===== config.mk =====
export PLATFORM = sky130hd
export DESIGN_NAME = uart_receiver_param_flat
export DESIGN_NICKNAME = d
export VERILOG_FILES = /design/src/rtl/uart_receiver_param_if.sv /design/src/rtl/uart_receiver_param.sv /design/src/flat_wrapper.sv
export SDC_FILE = /design/constraint.sdc
export NUM_CORES = 1
export LEC_CHECK = 0
export CAP_MARGIN = 40
export CORE_UTILIZATION = 55
export CTS_CLUSTER_SIZE = 25
export DETAILED_ROUTE_END_ITERATION = 8
export PLACE_DENSITY_LB_ADDON = 0.2
export SETUP_SLACK_MARGIN = 0.05
export SYNTH_ARGS = -nofsm -noshare
export SYNTH_HDL_FRONTEND = slang
export SYNTH_SLANG_ARGS = --single-unit

===== constraint.sdc =====
create_clock -name clk -period 5.5 [get_ports clk]
set_input_delay 1.1 -clock clk [delete_from_list [all_inputs] [get_ports clk]]
set_output_delay 1.1 -clock clk [all_outputs]
set_load 0.03 [all_outputs]

===== src/rtl/uart_receiver_param_if.sv =====
// Consumer-side bus of the UART receiver: FIFO head data, error flags and pop strobe.
// Rx_NERROR is only present when UART_RX_NOISE_DETECT_EN is defined.
interface uart_receiver_param_if #(
    parameter int unsigned DATA_BITS = 8
);
    logic                 Rx_READ;
    logic [DATA_BITS-1:0] Rx_DATA;
    logic                 Rx_VALID;
    logic                 Rx_PERROR;
    logic                 Rx_FERROR;
    logic                 Rx_OVERRUN;
`ifdef UART_RX_NOISE_DETECT_EN
    logic                 Rx_NERROR;
`endif

    modport master (
        input  Rx_READ,
        output Rx_DATA,
        output Rx_VALID,
        output Rx_PERROR,
        output Rx_FERROR,
`ifdef UART_RX_NOISE_DETECT_EN
        output Rx_NERROR,
`endif
        output Rx_OVERRUN
    );

    modport slave (
        output Rx_READ,
        input  Rx_DATA,
        input  Rx_VALID,
        input  Rx_PERROR,
        input  Rx_FERROR,
`ifdef UART_RX_NOISE_DETECT_EN
        input  Rx_NERROR,
`endif
        input  Rx_OVERRUN
    );
endinterface


===== src/rtl/uart_receiver_param.sv =====
// Oversampling UART receiver with majority-vote bits, runtime parity/stop config and receive FIFO.
// Optional macro UART_RX_NOISE_DETECT_EN adds a per-word noise flag (Rx_NERROR).
module uart_receiver_param #(
    parameter int unsigned CLK_HZ     = 50000000,
    parameter int unsigned OVERSAMPLE = 16,
    parameter int unsigned DATA_BITS  = 8,
    parameter int unsigned FIFO_DEPTH = 4
) (
    input  logic                  clk,
    input  logic                  reset,
    input  logic [2:0]            baud_select,
    input  logic                  RX_EN,
    input  logic [1:0]            parity_mode,
    input  logic                  two_stop,
    input  logic                  RxD,
    uart_receiver_param_if.master rx_if
);
    function automatic int unsigned calc_div(input int unsigned baud);
        int unsigned q;
        q = (CLK_HZ + (OVERSAMPLE * baud) / 32'd2) / (OVERSAMPLE * baud);
        return (q == 32'd0) ? 32'd1 : q;
    endfunction

    function automatic logic maj3(input logic [2:0] s);
        return (s[0] & s[1]) | (s[0] & s[2]) | (s[1] & s[2]);
    endfunction

    localparam int unsigned DIV0 = calc_div(32'd300);
    localparam int unsigned DIV1 = calc_div(32'd1200);
    localparam int unsigned DIV2 = calc_div(32'd4800);
    localparam int unsigned DIV3 = calc_div(32'd9600);
    localparam int unsigned DIV4 = calc_div(32'd19200);
    localparam int unsigned DIV5 = calc_div(32'd38400);
    localparam int unsigned DIV6 = calc_div(32'd57600);
    localparam int unsigned DIV7 = calc_div(32'd115200);
    localparam int unsigned DIVW = $clog2(DIV0 + 32'd1);
    localparam int unsigned SW   = $clog2(OVERSAMPLE);
    localparam int unsigned BCW  = $clog2(DATA_BITS + 32'd1);
    localparam int unsigned AW   = $clog2(FIFO_DEPTH);
`ifdef UART_RX_NOISE_DETECT_EN
    localparam int unsigned EW   = DATA_BITS + 32'd3;
`else
    localparam int unsigned EW   = DATA_BITS + 32'd2;
`endif
    localparam logic [SW-1:0]  SMP_A    = SW'(OVERSAMPLE / 32'd2 - 32'd1);
    localparam logic [SW-1:0]  SMP_MID  = SW'(OVERSAMPLE / 32'd2);
    localparam logic [SW-1:0]  SMP_B    = SW'(OVERSAMPLE / 32'd2 + 32'd1);
    localparam logic [SW-1:0]  SMP_LAST = SW'(OVERSAMPLE - 32'd1);
    localparam logic [BCW-1:0] BITS_ALL = BCW'(DATA_BITS);
    localparam logic [AW:0]    CNT_FULL = (AW + 1)'(FIFO_DEPTH);

    typedef enum logic [2:0] {IDLE, START, DATA, PARITY, STOP1, STOP2, PUSH} state_t;

    state_t               state_q, state_d;
    logic                 rxd_meta_q, rxd_sync_q, rxd_prev_q;
    logic [2:0]           baud_q, baud_d;
    logic [1:0]           par_q, par_d;
    logic                 two_q, two_d;
    logic [DIVW-1:0]      div_cnt_q, div_cnt_d, div_max_s;
    logic [SW-1:0]        smp_cnt_q, smp_cnt_d;
    logic [2:0]           samp_q, samp_d;
    logic                 vote_rdy_q, vote_rdy_d;
    logic [BCW-1:0]       bit_cnt_q, bit_cnt_d;
    logic [DATA_BITS-1:0] shift_q, shift_d;
    logic                 perr_q, perr_d, ferr_q, ferr_d;
    logic                 tick_s, end_bit_s, fall_s, vote_s, active_s;
`ifdef UART_RX_NOISE_DETECT_EN
    logic                 nerr_q, nerr_d, noisy_s;
`endif

    logic [EW-1:0]        mem_q [FIFO_DEPTH];
    logic [AW-1:0]        wr_ptr_q, wr_ptr_d, rd_ptr_q, rd_ptr_d;
    logic [AW:0]          count_q, count_d;
    logic [EW-1:0]        head_q, head_d, wdata_s;
    logic                 valid_q, valid_d, ovr_q, ovr_d;
    logic                 push_s, pop_s, full_s, wr_en_s, drop_s;

    // Two-flop synchroniser plus one delayed copy for falling-edge detection.
    always_ff @(posedge clk or posedge reset) begin
        if (reset) begin
            rxd_meta_q <= 1'b1;
            rxd_sync_q <= 1'b1;
            rxd_prev_q <= 1'b1;
        end else begin
            rxd_meta_q <= RxD;
            rxd_sync_q <= rxd_meta_q;
            rxd_prev_q <= rxd_sync_q;
        end
    end

    assign fall_s    = rxd_prev_q & ~rxd_sync_q;
    assign tick_s    = (div_cnt_q == div_max_s);
    assign end_bit_s = tick_s && (smp_cnt_q == SMP_LAST);
    assign active_s  = (state_q != IDLE) && (state_q != PUSH);
    assign vote_s    = maj3(samp_q);
`ifdef UART_RX_NOISE_DETECT_EN
    assign noisy_s   = (samp_q != 3'b000) && (samp_q != 3'b111);
`endif

    // Oversample tick divisor for the baud rate latched at start detection.
    always_comb begin
        div_max_s = DIVW'(DIV0 - 32'd1);
        case (baud_q)
            3'd0:    div_max_s = DIVW'(DIV0 - 32'd1);
            3'd1:    div_max_s = DIVW'(DIV1 - 32'd1);
            3'd2:    div_max_s = DIVW'(DIV2 - 32'd1);
            3'd3:    div_max_s = DIVW'(DIV3 - 32'd1);
            3'd4:    div_max_s = DIVW'(DIV4 - 32'd1);
            3'd5:    div_max_s = DIVW'(DIV5 - 32'd1);
            3'd6:    div_max_s = DIVW'(DIV6 - 32'd1);
            3'd7:    div_max_s = DIVW'(DIV7 - 32'd1);
            default: div_max_s = DIVW'(DIV0 - 32'd1);
        endcase
    end

    // Frame FSM: next state and bit-level datapath.
    always_comb begin
        state_d    = state_q;
        baud_d     = baud_q;
        par_d      = par_q;
        two_d      = two_q;
        div_cnt_d  = tick_s ? '0 : div_cnt_q + 1'b1;
        smp_cnt_d  = smp_cnt_q;
        samp_d     = samp_q;
        vote_rdy_d = 1'b0;
        bit_cnt_d  = bit_cnt_q;
        shift_d    = shift_q;
        perr_d     = perr_q;
        ferr_d     = ferr_q;
`ifdef UART_RX_NOISE_DETECT_EN
        nerr_d     = (vote_rdy_q && active_s) ? (nerr_q | noisy_s) : nerr_q;
`endif
        // Three samples around mid-bit; the vote is acted on one cycle after the last one.
        if (active_s && tick_s) begin
            smp_cnt_d  = (smp_cnt_q == SMP_LAST) ? '0 : smp_cnt_q + 1'b1;
            samp_d     = ((smp_cnt_q == SMP_A) || (smp_cnt_q == SMP_MID) || (smp_cnt_q == SMP_B))
                         ? {samp_q[1:0], rxd_sync_q} : samp_q;
            vote_rdy_d = (smp_cnt_q == SMP_B);
        end else begin
            vote_rdy_d = 1'b0;
        end
        case (state_q)
            IDLE: begin
                if (RX_EN && fall_s) begin
                    state_d   = START;
                    baud_d    = baud_select;
                    par_d     = parity_mode;
                    two_d     = two_stop;
                    div_cnt_d = '0;
                    smp_cnt_d = '0;
                    samp_d    = 3'b111;
                    bit_cnt_d = '0;
                    perr_d    = 1'b0;
                    ferr_d    = 1'b0;
`ifdef UART_RX_NOISE_DETECT_EN
                    nerr_d    = 1'b0;
`endif
                end else begin
                    state_d = IDLE;
                end
            end
            START: begin
                if (tick_s && (smp_cnt_q == SMP_MID) && rxd_sync_q) begin
                    state_d = IDLE;
                end else if (end_bit_s) begin
                    state_d = DATA;
                end else begin
                    state_d = START;
                end
            end
            DATA: begin
                if (vote_rdy_q) begin
                    shift_d   = {vote_s, shift_q[DATA_BITS-1:1]};
                    bit_cnt_d = bit_cnt_q + 1'b1;
                end else begin
                    shift_d = shift_q;
                end
                if (end_bit_s && (bit_cnt_q == BITS_ALL)) begin
                    state_d = (par_q != 2'b00) ? PARITY : STOP1;
                end else begin
                    state_d = DATA;
                end
            end
            PARITY: begin
                // Odd mode inverts the even-parity check; reserved mode 11 behaves as even.
                if (vote_rdy_q) begin
                    perr_d = (^shift_q) ^ vote_s ^ (par_q == 2'b10);
                end else begin
                    perr_d = perr_q;
                end
                state_d = end_bit_s ? STOP1 : PARITY;
            end
            STOP1: begin
                if (vote_rdy_q) begin
                    ferr_d  = ferr_q | ~vote_s;
                    state_d = two_q ? STOP1 : PUSH;
                end else if (end_bit_s && two_q) begin
                    state_d = STOP2;
                end else begin
                    state_d = STOP1;
                end
            end
            STOP2: begin
                if (vote_rdy_q) begin
                    ferr_d  = ferr_q | ~vote_s;
                    state_d = PUSH;
                end else begin
                    state_d = STOP2;
                end
            end
            PUSH:    state_d = IDLE;
            default: state_d = IDLE;
        endcase
        if (!RX_EN && (state_q != IDLE)) begin
            state_d = IDLE;
        end else begin
            state_d = state_d;
        end
    end

    // Frame FSM and bit datapath registers.
    always_ff @(posedge clk or posedge reset) begin
        if (reset) begin
            state_q    <= IDLE;
            baud_q     <= 3'd0;
            par_q      <= 2'b00;
            two_q      <= 1'b0;
            div_cnt_q  <= '0;
            smp_cnt_q  <= '0;
            samp_q     <= 3'b111;
            vote_rdy_q <= 1'b0;
            bit_cnt_q  <= '0;
            shift_q    <= '0;
            perr_q     <= 1'b0;
            ferr_q     <= 1'b0;
`ifdef UART_RX_NOISE_DETECT_EN
            nerr_q     <= 1'b0;
`endif
        end else begin
            state_q    <= state_d;
            baud_q     <= baud_d;
            par_q      <= par_d;
            two_q      <= two_d;
            div_cnt_q  <= div_cnt_d;
            smp_cnt_q  <= smp_cnt_d;
            samp_q     <= samp_d;
            vote_rdy_q <= vote_rdy_d;
            bit_cnt_q  <= bit_cnt_d;
            shift_q    <= shift_d;
            perr_q     <= perr_d;
            ferr_q     <= ferr_d;
`ifdef UART_RX_NOISE_DETECT_EN
            nerr_q     <= nerr_d;
`endif
        end
    end

`ifdef UART_RX_NOISE_DETECT_EN
    assign wdata_s = {nerr_q, perr_q, ferr_q, shift_q};
`else
    assign wdata_s = {perr_q, ferr_q, shift_q};
`endif
    assign push_s  = (state_q == PUSH);
    assign pop_s   = rx_if.Rx_READ && valid_q;
    assign full_s  = (count_q == CNT_FULL);
    assign wr_en_s = push_s && (!full_s || pop_s);
    assign drop_s  = push_s && full_s && !pop_s;

    // FIFO bookkeeping; the head register is loaded from next-state pointers so it never lags a pop.
    always_comb begin
        wr_ptr_d = wr_en_s ? wr_ptr_q + 1'b1 : wr_ptr_q;
        rd_ptr_d = pop_s ? rd_ptr_q + 1'b1 : rd_ptr_q;
        case ({wr_en_s, pop_s})
            2'b10:   count_d = count_q + 1'b1;
            2'b01:   count_d = count_q - 1'b1;
            default: count_d = count_q;
        endcase
        ovr_d   = pop_s ? 1'b0 : (drop_s ? 1'b1 : ovr_q);
        valid_d = (count_d != '0);
        if (count_d == '0) begin
            head_d = '0;
        end else if (wr_en_s && (wr_ptr_q == rd_ptr_d)) begin
            head_d = wdata_s;
        end else begin
            head_d = mem_q[rd_ptr_d];
        end
    end

    // FIFO storage, pointers and registered head outputs.
    always_ff @(posedge clk or posedge reset) begin
        if (reset) begin
            for (int i = 0; i < FIFO_DEPTH; i++) begin
                mem_q[i] <= '0;
            end
            wr_ptr_q <= '0;
            rd_ptr_q <= '0;
            count_q  <= '0;
            head_q   <= '0;
            valid_q  <= 1'b0;
            ovr_q    <= 1'b0;
        end else begin
            if (wr_en_s) begin
                mem_q[wr_ptr_q] <= wdata_s;
            end
            wr_ptr_q <= wr_ptr_d;
            rd_ptr_q <= rd_ptr_d;
            count_q  <= count_d;
            head_q   <= head_d;
            valid_q  <= valid_d;
            ovr_q    <= ovr_d;
        end
    end

    assign rx_if.Rx_DATA    = head_q[DATA_BITS-1:0];
    assign rx_if.Rx_FERROR  = head_q[DATA_BITS];
    assign rx_if.Rx_PERROR  = head_q[DATA_BITS+1];
`ifdef UART_RX_NOISE_DETECT_EN
    assign rx_if.Rx_NERROR  = head_q[DATA_BITS+2];
`endif
    assign rx_if.Rx_VALID   = valid_q;
    assign rx_if.Rx_OVERRUN = ovr_q;
endmodule


===== src/flat_wrapper.sv =====
// flat-port wrapper written by rule: the top's interface ports become plain ports
module uart_receiver_param_flat 
#(
    parameter int unsigned CLK_HZ     = 50000000,
    parameter int unsigned OVERSAMPLE = 16,
    parameter int unsigned DATA_BITS  = 8,
    parameter int unsigned FIFO_DEPTH = 4
)
  (clk, reset, baud_select, RX_EN, parity_mode, two_stop, RxD, rx_if_Rx_READ, rx_if_Rx_DATA, rx_if_Rx_VALID, rx_if_Rx_PERROR, rx_if_Rx_FERROR, rx_if_Rx_OVERRUN);
  uart_receiver_param_if #(.DATA_BITS(DATA_BITS)) rx_if_i ();
  input  logic clk;
  input  logic reset;
  input  logic [2:0] baud_select;
  input  logic RX_EN;
  input  logic [1:0] parity_mode;
  input  logic two_stop;
  input  logic RxD;
  input wire logic [$bits(rx_if_i.Rx_READ)-1:0] rx_if_Rx_READ;
  output wire logic [$bits(rx_if_i.Rx_DATA)-1:0] rx_if_Rx_DATA;
  output wire logic [$bits(rx_if_i.Rx_VALID)-1:0] rx_if_Rx_VALID;
  output wire logic [$bits(rx_if_i.Rx_PERROR)-1:0] rx_if_Rx_PERROR;
  output wire logic [$bits(rx_if_i.Rx_FERROR)-1:0] rx_if_Rx_FERROR;
  output wire logic [$bits(rx_if_i.Rx_OVERRUN)-1:0] rx_if_Rx_OVERRUN;
  assign rx_if_i.Rx_READ = rx_if_Rx_READ;
  assign rx_if_Rx_DATA = rx_if_i.Rx_DATA;
  assign rx_if_Rx_VALID = rx_if_i.Rx_VALID;
  assign rx_if_Rx_PERROR = rx_if_i.Rx_PERROR;
  assign rx_if_Rx_FERROR = rx_if_i.Rx_FERROR;
  assign rx_if_Rx_OVERRUN = rx_if_i.Rx_OVERRUN;
  uart_receiver_param #(.CLK_HZ(CLK_HZ), .OVERSAMPLE(OVERSAMPLE), .DATA_BITS(DATA_BITS), .FIFO_DEPTH(FIFO_DEPTH)) u_core (.clk(clk), .reset(reset), .baud_select(baud_select), .RX_EN(RX_EN), .parity_mode(parity_mode), .two_stop(two_stop), .RxD(RxD), .rx_if(rx_if_i));
endmodule

==> results.md <==
- Status: completed
- Gr usage total: ~21%
- Core area: 9371 um2
- GRT met2 Usage: 35.74%
- Max Slew Vio Count: 0
- Hold buffers post-CTS: 0
- GP Congestion: 0.8834
- Clock Skews: 0.01721 ns
- Met1 GRT Util: just under 30%
- I/O pin total: 23
- Antenna violations before repair: 0
- Post-synth EDFFs: 0
- Sequential share of the synthesized area: about 50%
- RSZ-0062 raised after global routing: false
- # setup viols final: 0
- Area leader, netlist: dfrtp_1
- Hold path cells: 0
- H-tree levels: 3
- Synth area leaders: dfrtp_1, mux2_2, nand2_1
- Multi-input gate area: approximately 2500 um2
- Hold EP: u_core.rxd_sync_q$_DFF_PP1_
- Hold/Removal Path Class: reg2reg
- Min-delay src: u_core.rxd_meta_q$_DFF_PP1_
- Placement Setup Slack: 1.487 ns
- Setup TNS: 0 ns
- Ys Warns: 0
- DR WL/cell: 15.17 um
- Antenna viol nets, final: 0
- Yosys top cell area share: 46.76%
- Main combinational cell family by area after synthesis: multiplexers
- DRC: 0
- Worst-margin pin slew: 0.9045 ns
- Remaining global-route overflow: 0
- CP Data Arrival Time: 3.86 ns
- Power per cell area: 338.3 nW/um2
- Simple-gate share of the synthesized area: between 10% and 20%
- CTS Buf Count: 9
- Cell Area, Synth: 5405 um2
- First-pass GRT wire length: 17030 um
- Worst r2r src: u_core.state_q[1]$_DFF_PP0_
- Critical path fanouts, max: 11
- Avg Vias per Cell: 5.470
- XOR/XNOR Fraction of Synth Area: 6.157%
- Initial core utilization: 57.68%
- Adder-cell share of the synthesized area: 4.259%
- Pin count of the biggest net entering global routing: 44
- Final worst path period share: 65.46%
- Post-synthesis mux area share: between 10% and 20%
- Synthesis-to-layout area growth: 9.676%
- Total power: 2006 uW
- FF-to-FF setup slack: between 2 and 2.5 ns
- Compound-Gate Fraction of Synth Area: between 4 and 5%
- CTS clk-pin slew, worst paths: 0.11 ns
- Syn_nets: 521
- Period minus WS final: between 3 and 4 ns
- CTS-repair resized insts: 0
- 1st-pass router iterations: 4
- Commonest cells post-synth: dfrtp_1, nand2_1, nor2_1, mux2_2, xnor2_1
- Sequential cell area: 2685 um2
- TritonCTS clock tree: yes
- Max VDD drop: 0.2716 mV
- Via Count: 3512
- Dpl hpwl: a little under 7000 um
- Vias in the first global route: 3581
- FF+latch count, synth: 107
- Max-cap violation count: 0
- Filler cell count: 799
- Syn Area/Cell: 10.96 um2
- Critical Path End Type: register
- Fmax: 277.7 MHz
- Final Hold Viols: 0
- Share of layout cells above drive strength 1: between 15 and 20%
- Setup bufs post-CTS: 0
- Critical R2R Capture: u_core.head_q[0]$_DFF_PP0_
- Kind of critical path: in2reg
- Most frequent cell after synthesis: dfrtp_1
- Hold WS: 0.3633 ns
- Crit path from: rx_if_Rx_READ
- Async set-reset flop share out of synthesis: between 90% and 100%
- NumNets Final: around 540
- Clock Sinks: 107
- Met3 Usage GRT: 2.761%
- DIE WIDTH: 101.1 um
- Root Buffer: clkbuf_8
- Worst skew pair latency: 0.38 ns
- Die Ht: 101.1 um
- Slew headroom: roughly two fifths
- Row cnt: 35
- CTS max path bufs: 2
- Main flop type after synthesis: dfrtp_1
- Critical Path RT: ~5.8 ns
- Leakage: 0.002809 uW
- WL final: 9737 um
- Cell count after synthesis: 493
- IO Port Bufs: 22
- Initial DRC Count: 129
- Number of diodes: 0
- Final worst slack: 1.900 ns
- Distinct cell type count after synthesis: 56
- Gr busiest metal: met2
- Setup crit start kind: input pin
- Die area: ~10000 um2
- FF-to-FF path depth: 14
## report_power, final
part	internal [uW]	switching (uW)	leakage (uW)
Clock	180	297	0.0000990
Sequential	881	118	0.00143
Combinational	231	299	0.00128
## registers in the layout, indices dropped and copies added, names as in the netlist, 2 cells and up
signal	flops
u_core.mem_q	40
u_core.div_cnt_q	14
u_core.head_q	10
u_core.shift_q	8
u_core.bit_cnt_q	4
u_core.smp_cnt_q	4
u_core.baud_q	3
u_core.count_q	3
u_core.samp_q	3
u_core.state_q	3
u_core.par_q	2
u_core.rd_ptr_q	2
u_core.wr_ptr_q	2
## worst max-delay path, cell delays in order
cell and delay [ns]:
clkdlybuf4s50_1 0.48, nand2_1 0.10, a21boi_0 0.72, inv_1 0.12
ha_1 0.27, inv_1 0.07, fa_1 0.17, xor2_1 0.17
nor2_1 0.07, xnor2_1 0.13, inv_1 0.07, nor3_1 0.14
buf_4 0.21, nor2_1 0.06
## cells in the final DEF, fill, tap and decap left out, drive strengths merged, types with 4 or more instances in the layout
master and count:
mux2i 17, xnor2 25, mux2 41, clkdlybuf4s50 22
a31oi 4, nor3 10, and3 5, dfrtp 101
nor2b 8, buf 5, nor2 46, ha 16
nand3 17, or3 4, clkbuf 9, inv 24
o21ai 16, a21oi 7, dfstp 6, mux4 10
nand2 64, clkinv 4, xor2 13
## through the flow
stage	cells	util (%)	area (um2)
after global routing	642	63.26	5928
after detailed placement	626	61.08	5724
final	642	63.26	5928
after CTS	642	63.26	5928
after global placement	625	60.87	5704
after floorplan	493	-	5405
## area by class of cell
cell class | count | share of cell area [%]
clock buffers | 9 | 2.089
clock inverters | 7 | 1.351
inverters | 22 | 1.435
multi-input cells | 341 | 42.55
flip-flops and latches | 107 | 45.29
well taps | 129 | 2.723
repair buffers | 27 | 4.559
## how the worst max path moves through the flow
stage	to	slack, ns	cells after the start
floorplan	u_core.baud_q[0]$_DFFE_PP0P_	1.59	1
global placement	u_core.head_q[7]$_DFF_PP0_	1.64	14
detailed placement	u_core.head_q[4]$_DFF_PP0_	1.49	14
CTS	u_core.head_q[0]$_DFF_PP0_	1.88	14
global route	u_core.head_q[8]$_DFF_PP0_	1.58	14
finish	u_core.head_q[0]$_DFF_PP0_	1.90	14
## per-layer routing
layer  vias up  part of all wire [%]
met3        21                   2.5
met1      1721                    47
met4         0                   2.1
met5         -                     0
met2        58                    48
li1       1712                     -
## logic make-up after synthesis
| logic type | Yosys count |
|---|---|
| simple gates | 175 |
| xor+xnor | 38 |
| compound gates | 42 |
| buf+inv | 45 |
| fa+ha+maj | 18 |
| flops | 107 |
| mux | 68 |
Power figures use the tool's default switching activity.
